==> config.mk <==
export PLATFORM = sky130hd
export DESIGN_NAME = clock_mode_sequencer_flat
export DESIGN_NICKNAME = d
export VERILOG_FILES = /design/src/rtl/clock_mode_sequencer_if.sv /design/src/rtl/clock_mode_sequencer.sv /design/src/flat_wrapper.sv
export SDC_FILE = /design/constraint.sdc
export NUM_CORES = 1
export LEC_CHECK = 0
export ABC_AREA = 1
export CAP_MARGIN = 20
export CORE_MARGIN = 5
export CORE_UTILIZATION = 35
export CTS_CLUSTER_SIZE = 8
export DETAILED_ROUTE_END_ITERATION = 16
export SYNTH_ARGS = -nofsm -noshare
export SYNTH_HDL_FRONTEND = slang
export SYNTH_SLANG_ARGS = --single-unit
export TNS_END_PERCENT = 10
==> constraint.sdc <==
create_clock -name clk -period 2.1 [get_ports clk]
set_input_delay 0.315 -clock clk [delete_from_list [all_inputs] [get_ports clk]]
set_output_delay 0.315 -clock clk [all_outputs]
set_load 0.03 [all_outputs]
==> src/rtl/clock_mode_sequencer_if.sv <==
// rtl/clock_mode_sequencer_if.sv - change-request handshake between register file and clock sequencer
interface clock_mode_sequencer_if;
  logic       req_valid;
  logic [2:0] req_pll;
  logic [1:0] req_turbo;
  logic       req_ready;

  modport master (
    output req_valid,
    output req_pll,
    output req_turbo,
    input  req_ready
  );

  modport slave (
    input  req_valid,
    input  req_pll,
    input  req_turbo,
    output req_ready
  );
endinterface

==> src/rtl/clock_mode_sequencer.sv <==
// rtl/clock_mode_sequencer.sv - sequences PLL option and turbo changes around a held CPU clock
module clock_mode_sequencer #(
  parameter int SETTLE_CYCLES = 256,
  parameter int GUARD_CYCLES  = 4
) (
  input  logic                    clk,
  input  logic                    rst_n,
  clock_mode_sequencer_if.slave   req,
  input  logic                    cpu_safe,
  output logic                    cpu_hold,
  output logic [2:0]              pll_option,
  output logic [1:0]              turbo_enable,
  output logic                    busy,
  output logic                    done
);

  localparam int MAX_WAIT = (SETTLE_CYCLES > GUARD_CYCLES) ? SETTLE_CYCLES : GUARD_CYCLES;
  localparam int CW       = $clog2(MAX_WAIT + 1);

  typedef enum logic [2:0] {
    BOOT,
    IDLE,
    SYNC,
    HOLD_PRE,
    APPLY,
    SETTLE,
    DONE
  } state_t;

  state_t          state_q, state_d;
  logic [CW-1:0]   cnt_q, cnt_d;
  logic            hold_d;
  logic [2:0]      pll_d, lat_pll_q, lat_pll_d;
  logic [1:0]      turbo_d, lat_turbo_q, lat_turbo_d;
  logic            req_ready_q;
  logic            cnt_expired;

  // The counter holds the number of edges still to spend in a waiting state;
  // the edge that sees 1 is the one that leaves.
  assign cnt_expired   = (cnt_q == CW'(1));
  assign req.req_ready = req_ready_q;

  // Next-state, counter reload and next values of the registered outputs.
  always_comb begin
    state_d     = state_q;
    cnt_d       = cnt_q;
    hold_d      = cpu_hold;
    pll_d       = pll_option;
    turbo_d     = turbo_enable;
    lat_pll_d   = lat_pll_q;
    lat_turbo_d = lat_turbo_q;

    case (state_q)
      BOOT: begin
        if (cnt_expired) begin
          state_d = IDLE;
          hold_d  = 1'b0;
        end else begin
          cnt_d = cnt_q - CW'(1);
        end
      end

      IDLE: begin
        if (req.req_valid) begin
          lat_pll_d   = req.req_pll;
          lat_turbo_d = req.req_turbo;
          // A request that changes nothing completes without touching the CPU.
          if ((req.req_pll == pll_option) && (req.req_turbo == turbo_enable)) begin
            state_d = DONE;
          end else begin
            state_d = SYNC;
          end
        end
      end

      SYNC: begin
        // The hold may only be raised on a cycle the CPU can tolerate a freeze.
        if (cpu_safe) begin
          hold_d  = 1'b1;
          cnt_d   = CW'(GUARD_CYCLES);
          state_d = HOLD_PRE;
        end
      end

      HOLD_PRE: begin
        if (cnt_expired) begin
          state_d = APPLY;
        end else begin
          cnt_d = cnt_q - CW'(1);
        end
      end

      APPLY: begin
        pll_d   = lat_pll_q;
        turbo_d = lat_turbo_q;
        // Only a PLL change forces a relock; a mux-only change needs the short guard.
        cnt_d   = (lat_pll_q != pll_option) ? CW'(SETTLE_CYCLES) : CW'(GUARD_CYCLES);
        state_d = SETTLE;
      end

      SETTLE: begin
        if (cnt_expired) begin
          hold_d  = 1'b0;
          state_d = DONE;
        end else begin
          cnt_d = cnt_q - CW'(1);
        end
      end

      DONE: begin
        state_d = IDLE;
      end

      default: begin
        state_d = BOOT;
        cnt_d   = CW'(SETTLE_CYCLES);
        hold_d  = 1'b1;
      end
    endcase
  end

  // State, counter, latched request and all outputs; reset forces the boot settle.
  always_ff @(posedge clk or negedge rst_n) begin
    if (!rst_n) begin
      state_q      <= BOOT;
      cnt_q        <= CW'(SETTLE_CYCLES);
      cpu_hold     <= 1'b1;
      busy         <= 1'b1;
      req_ready_q  <= 1'b0;
      done         <= 1'b0;
      pll_option   <= 3'b000;
      turbo_enable <= 2'b00;
      lat_pll_q    <= 3'b000;
      lat_turbo_q  <= 2'b00;
    end else begin
      state_q      <= state_d;
      cnt_q        <= cnt_d;
      cpu_hold     <= hold_d;
      busy         <= (state_d != IDLE);
      req_ready_q  <= (state_d == IDLE);
      done         <= (state_d == DONE);
      pll_option   <= pll_d;
      turbo_enable <= turbo_d;
      lat_pll_q    <= lat_pll_d;
      lat_turbo_q  <= lat_turbo_d;
    end
  end

endmodule

==> src/flat_wrapper.sv <==
// flat-port wrapper written by rule: the top's interface ports become plain ports
module clock_mode_sequencer_flat 
#(
  parameter int SETTLE_CYCLES = 256,
  parameter int GUARD_CYCLES  = 4
)
  (clk, rst_n, cpu_safe, cpu_hold, pll_option, turbo_enable, busy, done, req_req_valid, req_req_pll, req_req_turbo, req_req_ready);
  clock_mode_sequencer_if req_i ();
  input  logic clk;
  input  logic rst_n;
  input  logic cpu_safe;
  output logic cpu_hold;
  output logic [2:0] pll_option;
  output logic [1:0] turbo_enable;
  output logic busy;
  output logic done;
  input wire logic [$bits(req_i.req_valid)-1:0] req_req_valid;
  input wire logic [$bits(req_i.req_pll)-1:0] req_req_pll;
  input wire logic [$bits(req_i.req_turbo)-1:0] req_req_turbo;
  output wire logic [$bits(req_i.req_ready)-1:0] req_req_ready;
  assign req_i.req_valid = req_req_valid;
  assign req_i.req_pll = req_req_pll;
  assign req_i.req_turbo = req_req_turbo;
  assign req_req_ready = req_i.req_ready;
  clock_mode_sequencer #(.SETTLE_CYCLES(SETTLE_CYCLES), .GUARD_CYCLES(GUARD_CYCLES)) u_core (.clk(clk), .rst_n(rst_n), .req(req_i), .cpu_safe(cpu_safe), .cpu_hold(cpu_hold), .pll_option(pll_option), .turbo_enable(turbo_enable), .busy(busy), .done(done));
endmodule
==> results of run 1 <==
## kinds of logic after synthesis
group	Yosys count
buf+inv	30
flops	26
simple gates	126
xor+xnor	10
compound gates	21
fa+ha+maj	2
## final cells by class
type	instances	area, µm²	area share, %
timing repair buffer	19	185	9.53
inverter	29	119	6.12
clock buffer	4	55.1	2.83
tap	54	67.6	3.48
multi-input combinational	159	862	44.4
sequential	26	654	33.7
## power breakdown
part | switching (mW) | internal (mW)
clock | 0.156 | 0.168
sequential | 0.00145 | 0.504
combinational | 0.0235 | 0.0209
total | 0.181 | 0.692
## per-stage QoR
step | cells | power (mW)
after detailed placement | 287 | 0.561
after global routing | 291 | 0.916
after CTS | 291 | 0.887
after global placement | 287 | 0.561
final | 291 | 0.873
after floorplan | 215 | 0.529
## placed cells by master, fill, tap and decap left out, types with 2 or more instances in the layout
cell	synthesis	layout
buf_4	0	2
nor2_1	25	25
ha_1	2	2
nor2_4	3	3
a21oi_1	3	3
nand3b_1	5	5
nand4_1	2	2
xnor2_1	6	6
nand3_4	2	2
nor2_2	3	3
inv_2	2	2
dfstp_2	3	3
nand2_4	3	3
xor2_1	4	4
nand2_1	65	65
clkbuf_8	0	4
nand3_1	14	14
dfrtp_1	23	23
clkdlybuf4s50_1	0	17
inv_1	25	25
o21ai_0	13	13
## per-layer routing
layer | vias to the layer above | global-route usage [%]
met1 | 580 | 15.2
met5 | - | 0
met2 | 22 | 18.6
met4 | 0 | 4.20
li1 | 714 | -
met3 | 4 | 2.41
## synthesized netlist by cell type, drive strengths merged
cell,n
nor2,31
nand4,2
nand2,70
a21boi,1
dfrtp,23
a21o,1
xnor2,6
nor3,2
inv,29
nand3,16
o22ai,1
nand3b,5
xor2,4
buf,1
o21ai,14
dfstp,3
a21oi,4
ha,2
## how the worst min path moves through the flow
stage / startpoint / to / slack [ns] / cells after the start
after floorplan: rst_n / u_core.cnt_q[0]$_DFFE_PN0P_ / 0.02 / 0
after global placement: u_core.cnt_q[8]$_DFFE_PN1P_ / u_core.cnt_q[8]$_DFFE_PN1P_ / 0.50 / 2
after detailed placement: u_core.cnt_q[8]$_DFFE_PN1P_ / u_core.cnt_q[8]$_DFFE_PN1P_ / 0.51 / 2
after CTS: rst_n / u_core.cnt_q[3]$_DFFE_PN0P_ / 0.42 / 2
after global routing: rst_n / u_core.cnt_q[3]$_DFFE_PN0P_ / 0.44 / 2
final: rst_n / u_core.cnt_q[3]$_DFFE_PN0P_ / 0.41 / 2
## flip-flops by register name, indices dropped and copies added (netlist names)
signal	flops
u_core.turbo_enable	2
u_core.pll_option	3
u_core.lat_turbo_q	2
u_core.lat_pll_q	3
u_core.cnt_q	9
u_core.busy	1
u_core.state_q	3
u_core.done	1
u_core.req.req_ready	1
u_core.cpu_hold	1
==> run_results.csv, run 1 <==
group,metric,value,unit
worst_setup_path,end_kind,"output pin",
routing,drt-initial-drc-count,34,
yosys,synth_nets,226,
finish,syn2layout_area_growth,18.0,%
sta,timing.hold.ws,0.406,ns
pwr,p_leak,0.928,nW
finish,final_core_util,42.0,%
clock_network,cts_tree,"built",
worst_setup_path,cp_data_arrival_time,1.47,ns
routing,first_pass_iters,4,
place,placedInstanceArea,1890,µm²
floorplan,std_cell_rows,25,
sta,rsz0062_at_grt,"no",
yosys,syn_avg_cell_area,7.66,µm²
worst_setup_path,crit_chain,"clkdlybuf4s50_1",
routing,routed_via_density,4.54,
finish,fin_nets,249,
yosys,synth-adder-area-share,1.52,%
grt,grt_pass1_wl,5740,µm
yosys,synth_top_family_by_area,"simple AND/OR/NAND/NOR gates",
place,place.gp.congestion,0.780,
hold_path,hold_class,"in2async",
yosys,synth_seq_area_share,39.7,%
yosys,synthSimpleGateAreaFrac,38.1,%
clock_network,clk_pin_slew,0.09,ns
grt,grt_start_max_net_pins,27,
clock_network,clk_latency,0.27,ns
clock_network,cts_buffers,3,
floorplan,dieArea,6180,µm²
run_status,status,"complete, no violations",
sta,max_slew_margin,70.5,%
sta,period_minus_slack,1.79,ns
clock_network,clk_path_buf_depth,2,
sta,slew_viol_final,0,
sta,max_freq,0.559,GHz
routing,drc_errors,0,
yosys,ys_types,30,
worst_setup_path,worstSetupPathType,"reg2out",
grt,grt_overflow,0,
finish,post-route-cell-area,1940,µm²
worst_setup_path,start_kind,"flip-flop",
finish,antenna_cells,0,
routing,met2WireLength,1440,µm
worst_setup_path,r2r_start,"u_core.cnt_q[4]$_DFFE_PN0P_",
grt,grt_pass1_vias,1308,
floorplan,io_pins,18,
clock_network,root_buffer,"clkbuf_8",
floorplan,core,4630,µm²
yosys,synth_xor_area_share,5.32,%
yosys,synthMuxAreaShare,0,%
worst_setup_path,worstPathMaxFanout,2,
yosys,synth_area,1650,µm²
place,io_buffers,17,
worst_setup_path,cp.buffers_inverters,1,
worst_setup_path,rrSetupSlack,0.60,ns
sta,worst_pin_slew,0.440,ns
finish,layout-drive-gt1-share,11.8,%
routing,highest_layer,"met4",
place,pre_cts_ws,0.379,ns
clock_network,cts_hold_buf,0,
yosys,synth-seq-cells,26,
grt,grt_use_total,11.5,%
routing,met1Wirelength,1560,µm
worst_setup_path,cp_top_family,"buffers and inverters",
pwr,ir_worst_vdd,279,µV
clock_network,cts.sinks,26,
yosys,yosysTopAreaCellShare,35.0,%
routing,wl_per_cell,10.9,µm
yosys,synth_cells,215,
clock_network,postCtsSetupBuffers,0,
finish,fillers,485,
worst_setup_path,r2r_cells,8,
job,drv_cap,0,
worst_setup_path,r2r-end,"u_core.cnt_q[6]$_DFFE_PN0P_",
yosys,synth_top_cell_by_area,"dfrtp_1",
sta,tns,0,ns
pwr,powerDensity,449,nW/µm²
worst_setup_path,required,1.78,ns
routing,wl,3180,µm
clock_network,cts_resized,0,
worst_setup_path,setup.worst_path.start,"u_core.cpu_hold$_DFFE_PN1P_",
floorplan,die_y,78.6,µm
floorplan,start_util,35.6,%
clock_network,h-tree-depth,1,
routing,ant_nets,0,
routing,wl_met3,128,µm
worst_setup_path,endpoint,"cpu_hold",
yosys,synth-compound-area-share,7.45,%
yosys,synth-warning-count,0,
worst_setup_path,worst_path_max_delay_cell,"clkdlybuf4s50_1",
floorplan,die-width,78.6,µm
grt,antenna_found_initial,0,
yosys,synthTopCellsByArea,"dfrtp_1, nand2_1, inv_1",
sta,hold_viol_final,0,
worst_setup_path,cpPeakStageDelay,0.66,ns
routing,dr_total_vias,1320,
sta,setup_ws,0.312,ns
worst_setup_path,crit_cells,1,
sta,setup_violations,0,
sta,min_period_over_period,85.1,%
place,dp_hpwl,2500,µm
sta,skew,0.00579,ns
(Power assumes the default switching activity.)
==> run 2: changes to the inputs <==
--- a/config.mk
+++ b/config.mk
@@ -11,6 +11,7 @@
 export CORE_UTILIZATION = 35
 export CTS_CLUSTER_SIZE = 8
 export DETAILED_ROUTE_END_ITERATION = 16
+export DONT_BUFFER_PORTS = 1
 export SYNTH_ARGS = -nofsm -noshare
 export SYNTH_HDL_FRONTEND = slang
 export SYNTH_SLANG_ARGS = --single-unit
==> run 2 against run 1 <==
Largest power group unchanged. Die area stayed put. Worst setup slack better by 0.16 ns. Total power is 4.7% lower. Sequential cell count stayed put. Largest cell class unchanged.
==> run_results.csv, run 2 (synthesized netlist as in run 1, its figures left out) <==
group,metric,value,unit
run_status,status,"complete, no violations",
finish,layout-drive-gt1-share,11.8,%
pwr,switchingPower,181,µW
worst_setup_path,start_kind,"flip-flop",
worst_setup_path,r2r-end,"u_core.cnt_q[3]$_DFFE_PN0P_",
worst_setup_path,crit_chain,"inv_2, nor2_1, nand2_1, nand3_4, nand2_4, nand2_8, inv_8, nand3b_1, nand2_1",
place,placed_cells,268,
sta,skew,0.00309,ns
worst_setup_path,worst_path_max_delay_cell,"dfrtp_1",
worst_setup_path,setup.worst_path.start,"u_core.state_q[0]$_DFF_PN0_",
pwr,ir_worst_vdd,222,µV
pwr,p_comb_share,3.8,%
floorplan,die_y,78.6,µm
sta,worst_pin_slew,0.473,ns
worst_setup_path,worstPathMaxFanout,9,
finish,fin_nets,232,
worst_setup_path,rrSetupSlack,0.47,ns
place,place.gp.congestion,0.839,
sta,min_period_over_period,77.5,%
finish,largest_register,"u_core.cnt_q",
pwr,p_sw_share,21.7,%
sta,setup_violations,0,
worst_setup_path,r2r_start,"u_core.state_q[0]$_DFF_PN0_",
floorplan,dieArea,6180,µm²
finish,largest_register_ff_count,9,
routing,drc_errors,0,
pwr,p_clk_share,35.5,%
clock_network,cts_buffers,3,
finish,antenna_cells,0,
worst_setup_path,worstSetupPathType,"reg2reg",
clock_network,clk_path_buf_depth,2,
clock_network,cts_tree,"built",
worst_setup_path,crit_top_cell,"nand2_1",
clock_network,cts_resized,0,
routing,dr_total_vias,1279,
sta,setup_ws,0.473,ns
pwr,seq_power_share,60.7,%
place,pre_cts_ws,0.481,ns
routing,routed_via_density,4.67,
floorplan,std_cell_rows,25,
place,dp_hpwl,2490,µm
floorplan,die-width,78.6,µm
clock_network,clk_latency,0.27,ns
finish,final_cells,274,
sta,tns,0,ns
finish,post-route-cell-area,1780,µm²
sta,rsz0062_at_grt,"no",
grt,grt_use_total,11.2,%
grt,grt_start_max_net_pins,27,
pwr,p_leak,0.861,nW
grt,grt_overflow,0,
worst_setup_path,cpPeakStageDelay,0.65,ns
sta,slew_viol_final,0,
job,drv_cap,0,
sta,max_slew_margin,68.5,%
floorplan,io_pins,18,
worst_setup_path,r2r_cells,9,
worst_setup_path,cp_data_arrival_time,1.80,ns
routing,first_pass_iters,4,
worst_setup_path,required,2.27,ns
clock_network,h-tree-depth,1,
sta,max_freq,0.614,GHz
place,placedInstanceArea,1700,µm²
clock_network,cts.sinks,26,
pwr,powerDensity,468,nW/µm²
grt,antenna_found_initial,0,
hold_path,hold_class,"in2reg",
sta,period_minus_slack,1.63,ns
hold_path,worstHoldStart,"req_req_pll[0]",
sta,hold_viol_final,0,
floorplan,core,4630,µm²
clock_network,clk_pin_slew,0.09,ns
hold_path,holdPathEnd,"u_core.lat_pll_q[0]$_DFFE_PN0P_",
place,io_buffers,0,
routing,wl,3170,µm
routing,ant_nets,0,
finish,layout_common_cells,"nand2_1, inv_1, nor2_1",
grt,grt_pass1_wl,5580,µm
pwr,internal-power,652,µW
finish,syn2layout_area_growth,7.98,%
finish,fillers,503,
routing,drt-initial-drc-count,68,
grt,grt_pass1_vias,1215,
hold_path,hold_path_depth,2,
clock_network,root_buffer,"clkbuf_8",
floorplan,start_util,35.6,%
routing,wl_per_cell,11.6,µm
finish,layout_commonest_cell,"nand2_1",
worst_setup_path,end_kind,"flip-flop",
## run 2: changes by cell type in the layout (fill, tap and decap cells not counted), sizes merged
cell           previous run  this run
buf                       2         1
clkdlybuf4s50            17         0
dlygate4sd3               0         1
## run 2: worst max-delay path by stage
stage | end | slack, ns
2_1_floorplan | u_core.cnt_q[3]$_DFFE_PN0P_ | 0.77
3_3_place_gp | u_core.cnt_q[4]$_DFFE_PN0P_ | 0.56
3_5_place_dp | u_core.cnt_q[6]$_DFFE_PN0P_ | 0.48
4_1_cts | u_core.cnt_q[6]$_DFFE_PN0P_ | 0.47
5_1_grt | u_core.cnt_q[5]$_DFFE_PN0P_ | 0.30
6_report | u_core.cnt_q[3]$_DFFE_PN0P_ | 0.47
## run 2: power by group through the flow
stage | combinational (mW) | sequential (mW) | clock (mW)
finish | 0.0316 | 0.505 | 0.295
global route | 0.0368 | 0.506 | 0.329
CTS | 0.0333 | 0.505 | 0.308
detailed placement | 0.0165 | 0.515 | 0
global placement | 0.0163 | 0.515 | 0
floorplan | 0.0139 | 0.515 | 0
## run 2: timing repair
item / in CTS / in global routing
setup buffers: 0 / 0
hold buffers: 2 / 0
endpoints found under the setup margin: 0 / 0
hold endpoints to repair: 26 / 0
## run 2: routing by layer
metal | routed length [µm] | global-route usage [%] | up-vias
met3 | 144 | 2.98 | 7
met2 | 1400 | 17.3 | 18
li1 | - | - | 683
met5 | 0 | 0 | -
met4 | 48 | 4.02 | 0
met1 | 1580 | 15.0 | 571
## run 2: metrics by stage
stage | utilization (%) | hold slack (ns) | power (mW)
finish | 38.4 | 0.150 | 0.832
global route | 38.4 | 0.138 | 0.871
CTS | 38.4 | 0.144 | 0.847
detailed placement | 36.8 | 0.0206 | 0.532
global placement | 36.8 | 0.0206 | 0.531
floorplan | - | 0.0194 | 0.529
## run 2: area by class of cell
type / instances / area [µm²] / share of cell area [%]
timing repair buffer: 2 / 30.0 / 1.69
multi-input combinational: 159 / 862 / 48.5
clock buffer: 4 / 45.0 / 2.53
inverter: 29 / 119 / 6.69
tap: 54 / 67.6 / 3.80
sequential: 26 / 654 / 36.8
## run 2: critical path, delay by kind of cell, from the launching register on
kind,cells,cell delay (ns)
flip-flops,1,0.65
buffers and inverters,2,0.11
AND/OR/NAND/NOR,7,0.77
==> run 3: changes to the inputs <==
==> constraint.sdc (replaced) <==
create_clock -name clk -period 1.4 [get_ports clk]
set_input_delay 0.21 -clock clk [delete_from_list [all_inputs] [get_ports clk]]
set_output_delay 0.21 -clock clk [all_outputs]
set_load 0.03 [all_outputs]
==> run 3 against run 2 <==
The run now ends with setup timing left. Clock skew rose by 0.0023 ns. Sequential power grew 50%. Worst setup slack worse by 0.51 ns. Critical path depth is 1 higher. Clock power up 52%. Register-to-register slack got worse by 0.51 ns. First-iteration DRC count increased by 43%. Largest power group unchanged.
==> run_results.csv, run 3 (synthesized netlist as in run 1, its figures left out) <==
group,metric,value,unit
finish,layout-drive-gt1-share,31.8,%
floorplan,std_cell_rows,25,
grt,grt_pass1_wl,6440,µm
floorplan,die_y,78.6,µm
run_status,status,"finished, violations left",
pwr,p_leak,1.05,nW
routing,wl_per_cell,11.9,µm
worst_setup_path,cp_top_family,"simple AND/OR/NAND/NOR gates",
worst_setup_path,crit_chain,"inv_2, ha_4, nand3_4, nor2_4, nand2_1, nand2_1, nor2_1, buf_4, nor2_4, nand2_1",
sta,hold_viol_final,0,
place,place.gp.congestion,0.865,
clock_network,clk_path_buf_depth,2,
clock_network,cts_buffers,3,
worst_setup_path,worstPathMaxFanout,7,
routing,wl,3690,µm
clock_network,cts_tree,"built",
sta,skew,0.00541,ns
clock_network,root_buffer,"clkbuf_8",
grt,grt_use_total,12.8,%
grt,grt_start_max_net_pins,27,
sta,rsz0062_at_grt,"yes",
worst_setup_path,cp_data_arrival_time,1.65,ns
hold_path,hold_class,"in2reg",
finish,fin_nets,267,
worst_setup_path,cp.buffers_inverters,2,
routing,ant_nets,0,
sta,max_freq,0.697,GHz
finish,largest_register_ff_count,9,
pwr,powerDensity,589,nW/µm²
worst_setup_path,crit_top_cell,"nand2_1",
floorplan,die-width,78.6,µm
worst_setup_path,start_kind,"flip-flop",
worst_setup_path,worstSetupPathType,"reg2reg",
routing,drc_errors,0,
worst_setup_path,cpPeakStageDelay,0.39,ns
place,dp_hpwl,2800,µm
sta,slew_viol_final,0,
sta,period_minus_slack,1.44,ns
sta,max_slew_margin,81.6,%
finish,layout_commonest_cell,"nand2_1",
worst_setup_path,worst_path_max_delay_cell,"dfrtp_1",
sta,worst_pin_slew,0.275,ns
routing,routed_via_density,4.72,
worst_setup_path,required,1.62,ns
finish,antenna_cells,0,
floorplan,io_pins,18,
sta,setup_ws,-0.0350,ns
routing,dr_total_vias,1457,
floorplan,dieArea,6180,µm²
finish,syn2layout_area_growth,29.3,%
clock_network,h-tree-depth,1,
grt,grt_pass1_vias,1421,
place,io_buffers,0,
routing,drt-initial-drc-count,97,
finish,largest_register,"u_core.cnt_q",
sta,setup_violations,8,
grt,grt_overflow,0,
pwr,ir_worst_vdd,425,µV
sta,min_period_over_period,103,%
clock_network,clk_pin_slew,0.09,ns
pwr,power.total,1.25,mW
clock_network,cts.sinks,26,
worst_setup_path,end_kind,"flip-flop",
clock_network,clk_latency,0.28,ns
floorplan,core,4630,µm²
run_status,violations,"setup timing",
finish,layout_common_cells,"nand2_1, buf_4, inv_1",
routing,first_pass_iters,4,
grt,antenna_found_initial,0,
finish,final_core_util,46.0,%
floorplan,start_util,35.6,%
job,drv_cap,0,
==> run 3: cell types whose count changed in the layout (fill, tap and decap cells not counted), moves of 3 or more <==
cell and change:
buf_4 +33, dfrtp_1 -3, dfrtp_2 +3, inv_1 -3, nand2_1 -5, nand2_2 +5, nor2_1 -4, nor2_4 +3
==> run 3: through the flow <==
| stage | hold slack [ns] | cell area [µm²] | setup TNS [ns] | std cells | worst slack [ns] |
|---|---|---|---|---|---|
| 2_1_floorplan | -0.0856 | 1650 | 0 | 215 | 0.0655 |
| 3_3_place_gp | -0.0845 | 1940 | -0.00661 | 299 | -0.00414 |
| 3_5_place_dp | -0.0844 | 1940 | -0.150 | 299 | -0.0337 |
| 4_1_cts | 0.0479 | 2050 | -0.140 | 306 | -0.0364 |
| 5_1_grt | 0.0444 | 2130 | -1.04 | 309 | -0.130 |
| 6_report | 0.0502 | 2130 | -0.114 | 309 | -0.0350 |
==> run 3: area by class of cell <==
cell class                      count  area [µm²]
Fill cell                         466        2500
Multi-Input combinational cell    159         936
Sequential cell                    26         658
Timing Repair Buffer               37         300
Inverter                           29         121
Tap cell                           54        67.6
Clock buffer                        4        45.0
==> run 3: power by group <==
group / leakage [nW] / switching [mW] / internal (mW) / total, mW
combinational: 0.694 / 0.0298 / 0.0180 / 0.0479
sequential: 0.328 / 0.00216 / 0.756 / 0.758
clock: 0.0228 / 0.244 / 0.205 / 0.448
==> run 3: final timing paths <==
path                                                       from                         endpoint  slack, ns  depth (start not counted)
worst max-delay path                u_core.cnt_q[1]$_DFFE_PN0P_            u_core.busy$_DFF_PN1_      -0.04                         10
worst min-delay path                             req_req_pll[0]  u_core.lat_pll_q[0]$_DFFE_PN0P_       0.05                          2
worst max register to register      u_core.cnt_q[1]$_DFFE_PN0P_            u_core.busy$_DFF_PN1_      -0.04                         10
worst min register to register  u_core.lat_pll_q[0]$_DFFE_PN0P_  u_core.lat_pll_q[0]$_DFFE_PN0P_       0.53                          2
max in group asynchronous                                 rst_n      u_core.cnt_q[8]$_DFFE_PN1P_       0.80                          2
min in group asynchronous                                 rst_n   u_core.req.req_ready$_DFF_PN0_       0.37                          2
==> run 3: timing repair <==
| item | 4_1_cts | 5_1_grt |
|---|---|---|
| pin swaps | 5 | 15 |
| endpoints found under the setup margin | 11 | 16 |
| gates resized for setup | 7 | 23 |
| hold endpoints to repair | 26 | 0 |
| hold buffers | 2 | 0 |
| gates cloned | 0 | 0 |
| setup buffers | 1 | 3 |
==> run 3: worst reg2reg max path: stages, from the launching register on <==
cell,delay (ns)
dfrtp_1,0.39
inv_2,0.08
ha_4,0.16
nand3_4,0.08
nor2_4,0.20
nand2_1,0.08
nand2_1,0.07
nor2_1,0.06
buf_4,0.14
nor2_4,0.07
nand2_1,0.05
==> run 3: per-layer routing <==
layer / track usage, % / vias up / share of wire, %
li1: - / 754 / -
met5: 0 / - / 0
met2: 19.9 / 24 / 47
met4: 2.10 / 0 / 0.98
met1: 17.7 / 674 / 47
met3: 3.78 / 5 / 5.2
